### src/rtl/des_crypt_unrolled.sv
// Iterative DES core evaluating UNROLL Feistel rounds per clock; one block every 16/UNROLL iterations.
// Optional build macro DES_DECRYPT_EN enables decryption (mode=1) by walking the round keys K16..K1.
module des_crypt_unrolled #(
    parameter int UNROLL = 4
) (
    input  logic         clk,
    input  logic         rst_n,
    input  logic         start,
    input  logic         mode,
    input  logic [63:0]  message,
    input  logic [767:0] round_keys,
    output logic         busy,
    output logic         done,
    output logic [63:0]  result
);

    localparam int ITER = 16 / UNROLL;
    localparam int CW   = (ITER > 1) ? $clog2(ITER) : 1;
    localparam int KSH  = 48 * UNROLL;

    if (UNROLL != 1 && UNROLL != 2 && UNROLL != 4 && UNROLL != 8 && UNROLL != 16) begin : g_bad_unroll
        $error("des_crypt_unrolled: UNROLL must be 1, 2, 4, 8 or 16");
    end

    typedef enum logic [1:0] {S_IDLE, S_RUN, S_DONE} state_t;

    // Permutation tables use DES numbering: entry n names input bit n, bit 1 = MSB.
    localparam int IP_TAB [64] = '{
        58, 50, 42, 34, 26, 18, 10, 2,  60, 52, 44, 36, 28, 20, 12, 4,
        62, 54, 46, 38, 30, 22, 14, 6,  64, 56, 48, 40, 32, 24, 16, 8,
        57, 49, 41, 33, 25, 17, 9,  1,  59, 51, 43, 35, 27, 19, 11, 3,
        61, 53, 45, 37, 29, 21, 13, 5,  63, 55, 47, 39, 31, 23, 15, 7};

    localparam int IPI_TAB [64] = '{
        40, 8, 48, 16, 56, 24, 64, 32,  39, 7, 47, 15, 55, 23, 63, 31,
        38, 6, 46, 14, 54, 22, 62, 30,  37, 5, 45, 13, 53, 21, 61, 29,
        36, 4, 44, 12, 52, 20, 60, 28,  35, 3, 43, 11, 51, 19, 59, 27,
        34, 2, 42, 10, 50, 18, 58, 26,  33, 1, 41, 9,  49, 17, 57, 25};

    localparam int E_TAB [48] = '{
        32, 1,  2,  3,  4,  5,  4,  5,  6,  7,  8,  9,
        8,  9,  10, 11, 12, 13, 12, 13, 14, 15, 16, 17,
        16, 17, 18, 19, 20, 21, 20, 21, 22, 23, 24, 25,
        24, 25, 26, 27, 28, 29, 28, 29, 30, 31, 32, 1};

    localparam int P_TAB [32] = '{
        16, 7, 20, 21, 29, 12, 28, 17, 1,  15, 23, 26, 5,  18, 31, 10,
        2,  8, 24, 14, 32, 27, 3,  9,  19, 13, 30, 6,  22, 11, 4,  25};

    localparam int SBOX [8][64] = '{
        '{14, 4, 13, 1, 2, 15, 11, 8, 3, 10, 6, 12, 5, 9, 0, 7,
          0, 15, 7, 4, 14, 2, 13, 1, 10, 6, 12, 11, 9, 5, 3, 8,
          4, 1, 14, 8, 13, 6, 2, 11, 15, 12, 9, 7, 3, 10, 5, 0,
          15, 12, 8, 2, 4, 9, 1, 7, 5, 11, 3, 14, 10, 0, 6, 13},
        '{15, 1, 8, 14, 6, 11, 3, 4, 9, 7, 2, 13, 12, 0, 5, 10,
          3, 13, 4, 7, 15, 2, 8, 14, 12, 0, 1, 10, 6, 9, 11, 5,
          0, 14, 7, 11, 10, 4, 13, 1, 5, 8, 12, 6, 9, 3, 2, 15,
          13, 8, 10, 1, 3, 15, 4, 2, 11, 6, 7, 12, 0, 5, 14, 9},
        '{10, 0, 9, 14, 6, 3, 15, 5, 1, 13, 12, 7, 11, 4, 2, 8,
          13, 7, 0, 9, 3, 4, 6, 10, 2, 8, 5, 14, 12, 11, 15, 1,
          13, 6, 4, 9, 8, 15, 3, 0, 11, 1, 2, 12, 5, 10, 14, 7,
          1, 10, 13, 0, 6, 9, 8, 7, 4, 15, 14, 3, 11, 5, 2, 12},
        '{7, 13, 14, 3, 0, 6, 9, 10, 1, 2, 8, 5, 11, 12, 4, 15,
          13, 8, 11, 5, 6, 15, 0, 3, 4, 7, 2, 12, 1, 10, 14, 9,
          10, 6, 9, 0, 12, 11, 7, 13, 15, 1, 3, 14, 5, 2, 8, 4,
          3, 15, 0, 6, 10, 1, 13, 8, 9, 4, 5, 11, 12, 7, 2, 14},
        '{2, 12, 4, 1, 7, 10, 11, 6, 8, 5, 3, 15, 13, 0, 14, 9,
          14, 11, 2, 12, 4, 7, 13, 1, 5, 0, 15, 10, 3, 9, 8, 6,
          4, 2, 1, 11, 10, 13, 7, 8, 15, 9, 12, 5, 6, 3, 0, 14,
          11, 8, 12, 7, 1, 14, 2, 13, 6, 15, 0, 9, 10, 4, 5, 3},
        '{12, 1, 10, 15, 9, 2, 6, 8, 0, 13, 3, 4, 14, 7, 5, 11,
          10, 15, 4, 2, 7, 12, 9, 5, 6, 1, 13, 14, 0, 11, 3, 8,
          9, 14, 15, 5, 2, 8, 12, 3, 7, 0, 4, 10, 1, 13, 11, 6,
          4, 3, 2, 12, 9, 5, 15, 10, 11, 14, 1, 7, 6, 0, 8, 13},
        '{4, 11, 2, 14, 15, 0, 8, 13, 3, 12, 9, 7, 5, 10, 6, 1,
          13, 0, 11, 7, 4, 9, 1, 10, 14, 3, 5, 12, 2, 15, 8, 6,
          1, 4, 11, 13, 12, 3, 7, 14, 10, 15, 6, 8, 0, 5, 9, 2,
          6, 11, 13, 8, 1, 4, 10, 7, 9, 5, 0, 15, 14, 2, 3, 12},
        '{13, 2, 8, 4, 6, 15, 11, 1, 10, 9, 3, 14, 5, 0, 12, 7,
          1, 15, 13, 8, 10, 3, 7, 4, 12, 5, 6, 11, 0, 14, 9, 2,
          7, 11, 4, 1, 9, 12, 14, 2, 0, 6, 10, 13, 15, 3, 5, 8,
          2, 1, 14, 7, 4, 10, 8, 13, 15, 12, 9, 0, 3, 5, 6, 11}};

    function automatic logic [63:0] ip_fwd(input logic [63:0] x);
        logic [63:0] y;
        for (int i = 0; i < 64; i++) y[63-i] = x[64-IP_TAB[i]];
        return y;
    endfunction

    function automatic logic [63:0] ip_inv(input logic [63:0] x);
        logic [63:0] y;
        for (int i = 0; i < 64; i++) y[63-i] = x[64-IPI_TAB[i]];
        return y;
    endfunction

    function automatic logic [31:0] feistel(input logic [31:0] r, input logic [47:0] k);
        logic [47:0] x;
        logic [31:0] s;
        logic [31:0] p;
        logic [5:0]  six;
        for (int i = 0; i < 48; i++) x[47-i] = r[32-E_TAB[i]];
        x = x ^ k;
        for (int b = 0; b < 8; b++) begin
            six = x[47-6*b -: 6];
            s[31-4*b -: 4] = 4'(SBOX[b][{six[5], six[0], six[4:1]}]);
        end
        for (int i = 0; i < 32; i++) p[31-i] = s[32-P_TAB[i]];
        return p;
    endfunction

    state_t         r_state;
    state_t         w_state_next;
    logic [CW-1:0]  r_cnt;
    logic [63:0]    r_result;
    logic [31:0]    r_l;
    logic [31:0]    r_r;
    logic [767:0]   r_keys;
    logic [31:0]    w_l [UNROLL+1];
    logic [31:0]    w_r [UNROLL+1];
    logic [47:0]    w_key [UNROLL];
    logic           w_accept;
    logic           w_last;

`ifdef DES_DECRYPT_EN
    logic           r_mode;
`else
    logic           w_unused_mode;
    assign w_unused_mode = mode;
`endif

    assign w_accept = start && (r_state != S_RUN);
    assign w_last   = (r_state == S_RUN) && (r_cnt == CW'(ITER - 1));
    assign w_l[0]   = r_l;
    assign w_r[0]   = r_r;

    // Encrypt consumes keys from the top of r_keys; decrypt from the bottom (K16 first).
    for (genvar j = 0; j < UNROLL; j++) begin : g_round
`ifdef DES_DECRYPT_EN
        assign w_key[j] = r_mode ? r_keys[48*j +: 48] : r_keys[767-48*j -: 48];
`else
        assign w_key[j] = r_keys[767-48*j -: 48];
`endif
        assign w_l[j+1] = w_r[j];
        assign w_r[j+1] = w_l[j] ^ feistel(w_r[j], w_key[j]);
    end

    // NOTE: every always_comb output gets a default first so no path can infer a latch.
    always_comb begin
        w_state_next = r_state;
        case (r_state)
            S_IDLE:  if (start) w_state_next = S_RUN;
            S_RUN:   if (w_last) w_state_next = S_DONE;
            S_DONE:  w_state_next = start ? S_RUN : S_IDLE;
            default: w_state_next = S_IDLE;
        endcase
    end

    // NOTE: sequential state uses non-blocking assignments so all registers update from pre-edge values.
    always_ff @(posedge clk) begin
        if (!rst_n) begin
            r_state  <= S_IDLE;
            r_cnt    <= '0;
            r_result <= '0;
        end else begin
            r_state <= w_state_next;
            if (w_accept)
                r_cnt <= '0;
            else if (r_state == S_RUN)
                r_cnt <= r_cnt + 1'b1;
            if (w_last)
                r_result <= ip_inv({w_r[UNROLL], w_l[UNROLL]});
        end
    end

    // NOTE: the datapath is deliberately left unreset; nothing observable reads it before an accept.
    always_ff @(posedge clk) begin
        if (w_accept) begin
            {r_l, r_r} <= ip_fwd(message);
            r_keys     <= round_keys;
`ifdef DES_DECRYPT_EN
            r_mode     <= mode;
`endif
        end else if (r_state == S_RUN) begin
            r_l <= w_l[UNROLL];
            r_r <= w_r[UNROLL];
`ifdef DES_DECRYPT_EN
            r_keys <= r_mode ? (r_keys >> KSH) : (r_keys << KSH);
`else
            r_keys <= r_keys << KSH;
`endif
        end
    end

    assign busy   = (r_state == S_RUN);
    assign done   = (r_state == S_DONE);
    assign result = r_result;

endmodule

### config.mk
export PLATFORM = sky130hd
export DESIGN_NAME = des_crypt_unrolled
export DESIGN_NICKNAME = d
export VERILOG_FILES = /design/src/rtl/des_crypt_unrolled.sv
export SDC_FILE = /design/constraint.sdc
export NUM_CORES = 2
export LEC_CHECK = 0
export ABC_CLOCK_PERIOD_IN_PS = 26800
export BUFFER_PORTS_ARGS = -buffer_cell sky130_fd_sc_hd__clkbuf_2
export CAP_MARGIN = 20
export CORE_AREA = 2 2 353 355
export DETAILED_ROUTE_END_ITERATION = 6
export DIE_AREA = 0 0 355 357
export PLACE_DENSITY = 0.74
export SLEW_MARGIN = 30
export SYNTH_ARGS = -nofsm -noshare
export SYNTH_HDL_FRONTEND = slang
export SYNTH_SLANG_ARGS = --single-unit
### constraint.sdc
create_clock -name clk -period 26.8 [get_ports clk]
set_input_delay 2.68 -clock clk [delete_from_list [all_inputs] [get_ports clk]]
set_output_delay 2.68 -clock clk [all_outputs]
set_load 0.005 [all_outputs]
Yosys cells after proc, flatten, opt, wreduce, memory -nomap -nowiden
Memories as Yosys holds them, arrays and structs flattened.
Index checks and enable logic that the tools add are counted.
- flip-flop bits (word level): 900
- ROM bits: 65536
- input bits: 836
- output and inout bits: 66
- word-level logic and storage cells: 198
- memories: 32
- memory list (memory ; depth ; width ; read ports ; clocked after Yosys merged registers in ; write ports ; RTL line ; text):
    (name not given) ; 64 ; 32 ; 1 ; 0 ; 0 ; 105 ; s[31-4*b -: 4] = 4'(SBOX[b][{six[5], six[0], six[4:1]}]);
    (name not given) ; 64 ; 32 ; 1 ; 0 ; 0 ; 105 ;
    (name not given) ; 64 ; 32 ; 1 ; 0 ; 0 ; 105 ;
    (name not given) ; 64 ; 32 ; 1 ; 0 ; 0 ; 105 ;
    (name not given) ; 64 ; 32 ; 1 ; 0 ; 0 ; 105 ;
    (name not given) ; 64 ; 32 ; 1 ; 0 ; 0 ; 105 ;
    26 more memories ; n/a ; n/a ; n/a ; n/a ; n/a ; n/a ;
- add/sub/neg operators: 1
- order comparisons: 32
- eq/ne operators: 6
- mux-type cells: 74
- bitwise logic cells: 41
- reduce and logical (&&, ||, !) cells: 6
- operator list (kind ; count):
    $mux W768 ; 2
    $mux W4 ; 64
    $ge A7 B7 Y1 const B ; 32
    $not A6 Y7 ; 32
    $xor A48 B48 Y48 ; 4
    $mux W32 ; 4
    $xor A32 B32 Y32 ; 4
    $pmux W2 S3 ; 1
    $eq A2 B2 Y1 const B ; 2
    $mux W2 ; 2
    $ne A2 B1 Y1 const B ; 2
    $add A2 B1 Y2 const B ; 1
    $eq A2 B1 Y1 const B ; 1
    $logic_and A1 B1 Y1 ; 2
    $logic_not A2 Y1 ; 1
    $ne A2 B2 Y1 const B ; 1
    $reduce_and A2 Y1 ; 1
    $reduce_bool A2 Y1 ; 1
    $reduce_or A2 Y1 ; 1
    $mux W1 ; 1
    $not A1 Y1 ; 1

Logic depth before layout (Yosys ltp)
- depth after elaboration: 26
- mapped depth: 37
- depth with buffers taken out: 34

Worst setup path after synthesis
No wires, ideal clock.
- kind: input-to-reg
- start: in start
- end: reg r_keys[0], enable pin
- setup time: 5780 ps
- data arrival time: 16125 ps
- data required time: 21020 ps
- setup slack: 4895 ps
- cell stages on the path: 2
- path buffers: 0
- path through: inv_1 nand2_1
- cells in the longest elaborated chain, start to end: 2
- RTL lines (element ; RTL line ; text):
    start, declared ; 8 ; input logic start,
    $logic_and A1 B1 Y1 ; 131 ; assign w_accept = start && (r_state != S_RUN);
    $reduce_bool A2 Y1 (no source line) ; n/a ;
    end signal, assigned ; 179 ; r_keys <= round_keys;
    end signal, assigned ; 189 ; r_keys <= r_keys << KSH;
    end, declared ; 117 ; logic [767:0] r_keys;
Every way passes these cells.
A chain may end at the register's enable or synchronous reset.

Final worst setup path
- start: reg r_r[3]
- end: reg r_r[0], data pin
- cells in the longest elaborated chain, start to end: 26
- elaborated cells on any way between the ends: 78
- those cells by class: 36 x mux; 25 x bitwise; 17 x memory
- RTL lines (element ; RTL line ; text):
    start, declared ; 116 ; logic [31:0] r_r;
    start signal, assigned ; 178 ; {r_l, r_r} <= ip_fwd(message);
    start signal, assigned ; 185 ; r_r <= w_r[UNROLL];
    $xor A48 B48 Y48 ; 102 ; x = x ^ k;
    $not A6 Y7 (implied by the code) ; 105 ;
    $mem_v2 Z64 W32 ; n/a ;
    $mux W4 (implied by the code) (2 in series) ; 105 ;
    $xor A32 B32 Y32 ; 144 ; assign w_r[j+1] = w_l[j] ^ feistel(w_r[j], w_key[j]);
    $xor A48 B48 Y48 ; 102 ;
    $not A6 Y7 (implied by the code) ; 105 ;
    $mem_v2 Z64 W32 ; n/a ;
    [... 8 more ...] ; n/a ;
    $xor A32 B32 Y32 ; 144 ;
    $xor A48 B48 Y48 ; 102 ;
    $not A6 Y7 (implied by the code) ; 105 ;
    $mem_v2 Z64 W32 ; n/a ;
    $mux W4 (implied by the code) (2 in series) ; 105 ;
    $xor A32 B32 Y32 (*) ; 144 ;
    $mux W32 (*) ; 183 ; end else if (r_state == S_RUN) begin
    $mux W32 (*) ; 177 ; if (w_accept) begin
Every way passes the cells marked *; elsewhere a longest branch is shown, timed or not. The select of a mux whose other input is x is not followed.

==> flow_summary.json <==
{
  "rsz0062_at_grt": "false",
  "fmax_mhz": 87.0,
  "critPathBufInv": 6,
  "hp-start": "result[35]$_SDFFE_PN0P_",
  "synthFlopType": "edfxtp_1",
  "cts_root_buffer": "clkbuf_16",
  "hold_class": "reg -> reg",
  "final_cell_mix": "2043 x nand2_1, 899 x clkbuf_2, 832 x edfxtp_1",
  "holdPathEnd": "result[35]$_SDFFE_PN0P_",
  "core_sq_um": 123000,
  "drt-pass1-iter-count": 7,
  "worstHoldPathCells": 2,
  "port_buffers": 900,
  "skew_ns": 0.0547,
  "path_class": "reg -> reg",
  "postCtsSetupRepairBufs": 0,
  "numCtsBuffers": 96,
  "critPathTopFamily": "compound AO/OA/AOI/OAI gates",
  "htree_levels": 3,
  "cts_tree": "done",
  "multi_input_area_sq_um": 35500,
  "wirelength_microns": 246000,
  "avgSynthCellArea_sq_um": 9.10,
  "worstReg2RegEnd": "r_r[0]$_DFFE_PP_",
  "grt_overflow": 0,
  "detail_route.vias_per_cell": 6.21,
  "worst_ep_arrival_time_ns": 12.03,
  "dp_hpwl_microns": 188000,
  "reg2reg_slack_ns": 15.30,
  "synth_edf_count": 832,
  "clock_path_buffers": 3,
  "clk_latency_ns": 0.74,
  "run_status": "complete, but fails checks",
  "vias": 58800,
  "wl_per_cell_microns": 26.0,
  "grt_max_degree": 226,
  "grt_pass1_vias": 53200,
  "worstReg2RegStart": "r_r[3]$_DFFE_PP_",
  "yosys_warnings": 0,
  "clk_pin_slew_ns": 0.06,
  "violations": "DRC",
  "fp.dieW_microns": 355,
  "post-route-period-util_pct": 42.9,
  "synth_area_sq_um": 64100,
  "antenna_found_initial": 52,
  "synth_fp_nets": 8126,
  "die_area_sq_um": 127000,
  "startpoint": "r_r[3]$_DFFE_PP_",
  "slew_violations": 0,
  "initialDrtViolationCount": 8357,
  "syn2layout_area_growth_pct": 14.2,
  "ys_seq_elements": 900,
  "cts_resized": 0,
  "fp.dieH_microns": 357,
  "synth_seq_area_share_pct": 41.1,
  "ios": 902,
  "grt_usage_pct": 37.1,
  "setup_viol": 0,
  "layout_commonest_cell": "nand2_1",
  "maxCapViolCount": 0,
  "grt_pass1_wl_microns": 348000,
  "crit_top_cell": "inv_1",
  "gp_congestion": 1.05,
  "cp_slowest_cell": "xnor2_1",
  "detail-route-antenna-nets": 0,
  "fin_tns_setup_ns": 0,
  "min_period_ns": 11.50,
  "finalHoldViolations": 0,
  "async_reset_ff_share_pct": 0,
  "finalNetCount": 8796,
  "final_layout_size_suffix_gt1_share_pct": 18.3,
  "cp.required_ns": 27.33,
  "hold_buffers": 0,
  "tightest_slew_ns": 1.19,
  "synth_cells": 7043,
  "yosysUniqueCellTypes": 131,
  "initial_core_util_pct": 52.1,
  "fillCellCount": 10700,
  "cp-end-kind": "register",
  "worstPathMaxFanout": 12,
  "r2r_cells": 32,
  "placementRows": 129,
  "seq_area_sq_um": 26300,
  "cp-start-kind": "register",
  "cpPeakStageDelay_ns": 0.91,
  "clock-sinks": 900,
  "drcViolationCount": 8,
  "slew_headroom_pct": 19.6
}
[sequential cells by signal (all words and copies together) (netlist names)]
register	flops
r_cnt	2
r_keys	768
r_l	32
r_r	32
r_state	2
result	64
[cell usage after synthesis (all sizes together) (62+ instances only)]
master / count / share of area, %
nand2: 2046 / 12
o211ai: 115 / 1.4
dfxtp: 68 / 2.1
xor2: 171 / 2.7
a211oi: 120 / 1.6
clkbuf: 303 / 1.8
ha: 247 / 4.8
nor2: 363 / 2.1
buf: 124 / 1.1
a31oi: 62 / 0.61
mux2i: 175 / 2.7
o21ai: 240 / 1.9
xnor2: 292 / 4.4
nand3: 150 / 1.2
and3: 244 / 2.4
edfxtp: 832 / 39
a21oi: 253 / 2.0
inv: 167 / 0.98
nor3: 167 / 1.4
[worst reg2reg max path, delay by kind of cell (launching register included)]
kind	cells	cell delay (ns)
flops	1	0.81
compound gates	9	3.22
xor+xnor	5	2.93
buf+inv	6	1.09
mux	3	0.39
fa+ha+maj	3	1.24
simple gates	6	1.64
[metal layers]
layer	vias to the layer above	wire, microns	GRT usage (%)	share of wire, %
li1	26600	-	-	-
met1	28100	93700	48.9	38
met2	3448	105000	53.4	43
met3	668	28900	10.5	12
met4	30	18600	24.3	7.5
met5	-	195	0	0.079
[per-stage QoR]
stage | utilization, % | hold WS [ns] | setup WS [ns] | instance area (sq um) | std cells
CTS | 59.3 | 0.456 | 15.36 | 72900 | 9425
finish | 59.5 | 0.458 | 15.30 | 73200 | 9463
floorplan | - | 0.446 | 4.90 | 64100 | 7043
global placement | 56.6 | 0.446 | 15.50 | 69600 | 9245
global route | 59.5 | 0.476 | 14.84 | 73100 | 9446
detailed placement | 56.7 | 0.447 | 15.38 | 69700 | 9247
[area by class of cell]
class / count / share of cell area [%]
diodes: 33 / 0.113
clock buffers: 124 / 3.52
clock inverters: 54 / 0.826
inverters: 177 / 0.910
multi-input cells: 5539 / 48.5
flip-flops and latches: 900 / 36.0
well taps: 1637 / 2.80
repair buffers: 999 / 7.37
[cell families (layout without fill, tap and decap cells)]
logic type,Yosys count,in the layout,share of synthesized area (%)
compound gates,1316,1316,14.9
xor+xnor,507,507,8.71
fa+ha+maj,248,248,4.84
buf+inv,604,1354,3.93
flops,900,900,41.1
mux,257,257,4.92
other cells,0,33,0
simple gates,3211,3211,21.6
[worst max-delay path by stage]
stage	endpoint	cells past startpoint
4_1_cts	r_r[0]$_DFFE_PP_	32
2_1_floorplan	r_keys[0]$_SDFFCE_PN0P_	2
5_1_grt	r_r[0]$_DFFE_PP_	32
3_5_place_dp	r_r[0]$_DFFE_PP_	32
3_3_place_gp	r_r[0]$_DFFE_PP_	30
6_report	r_r[0]$_DFFE_PP_	32
Power is left out: the tool's default activity adds up to more than one toggle a clock period on the data nets, which glitch-free logic cannot reach.
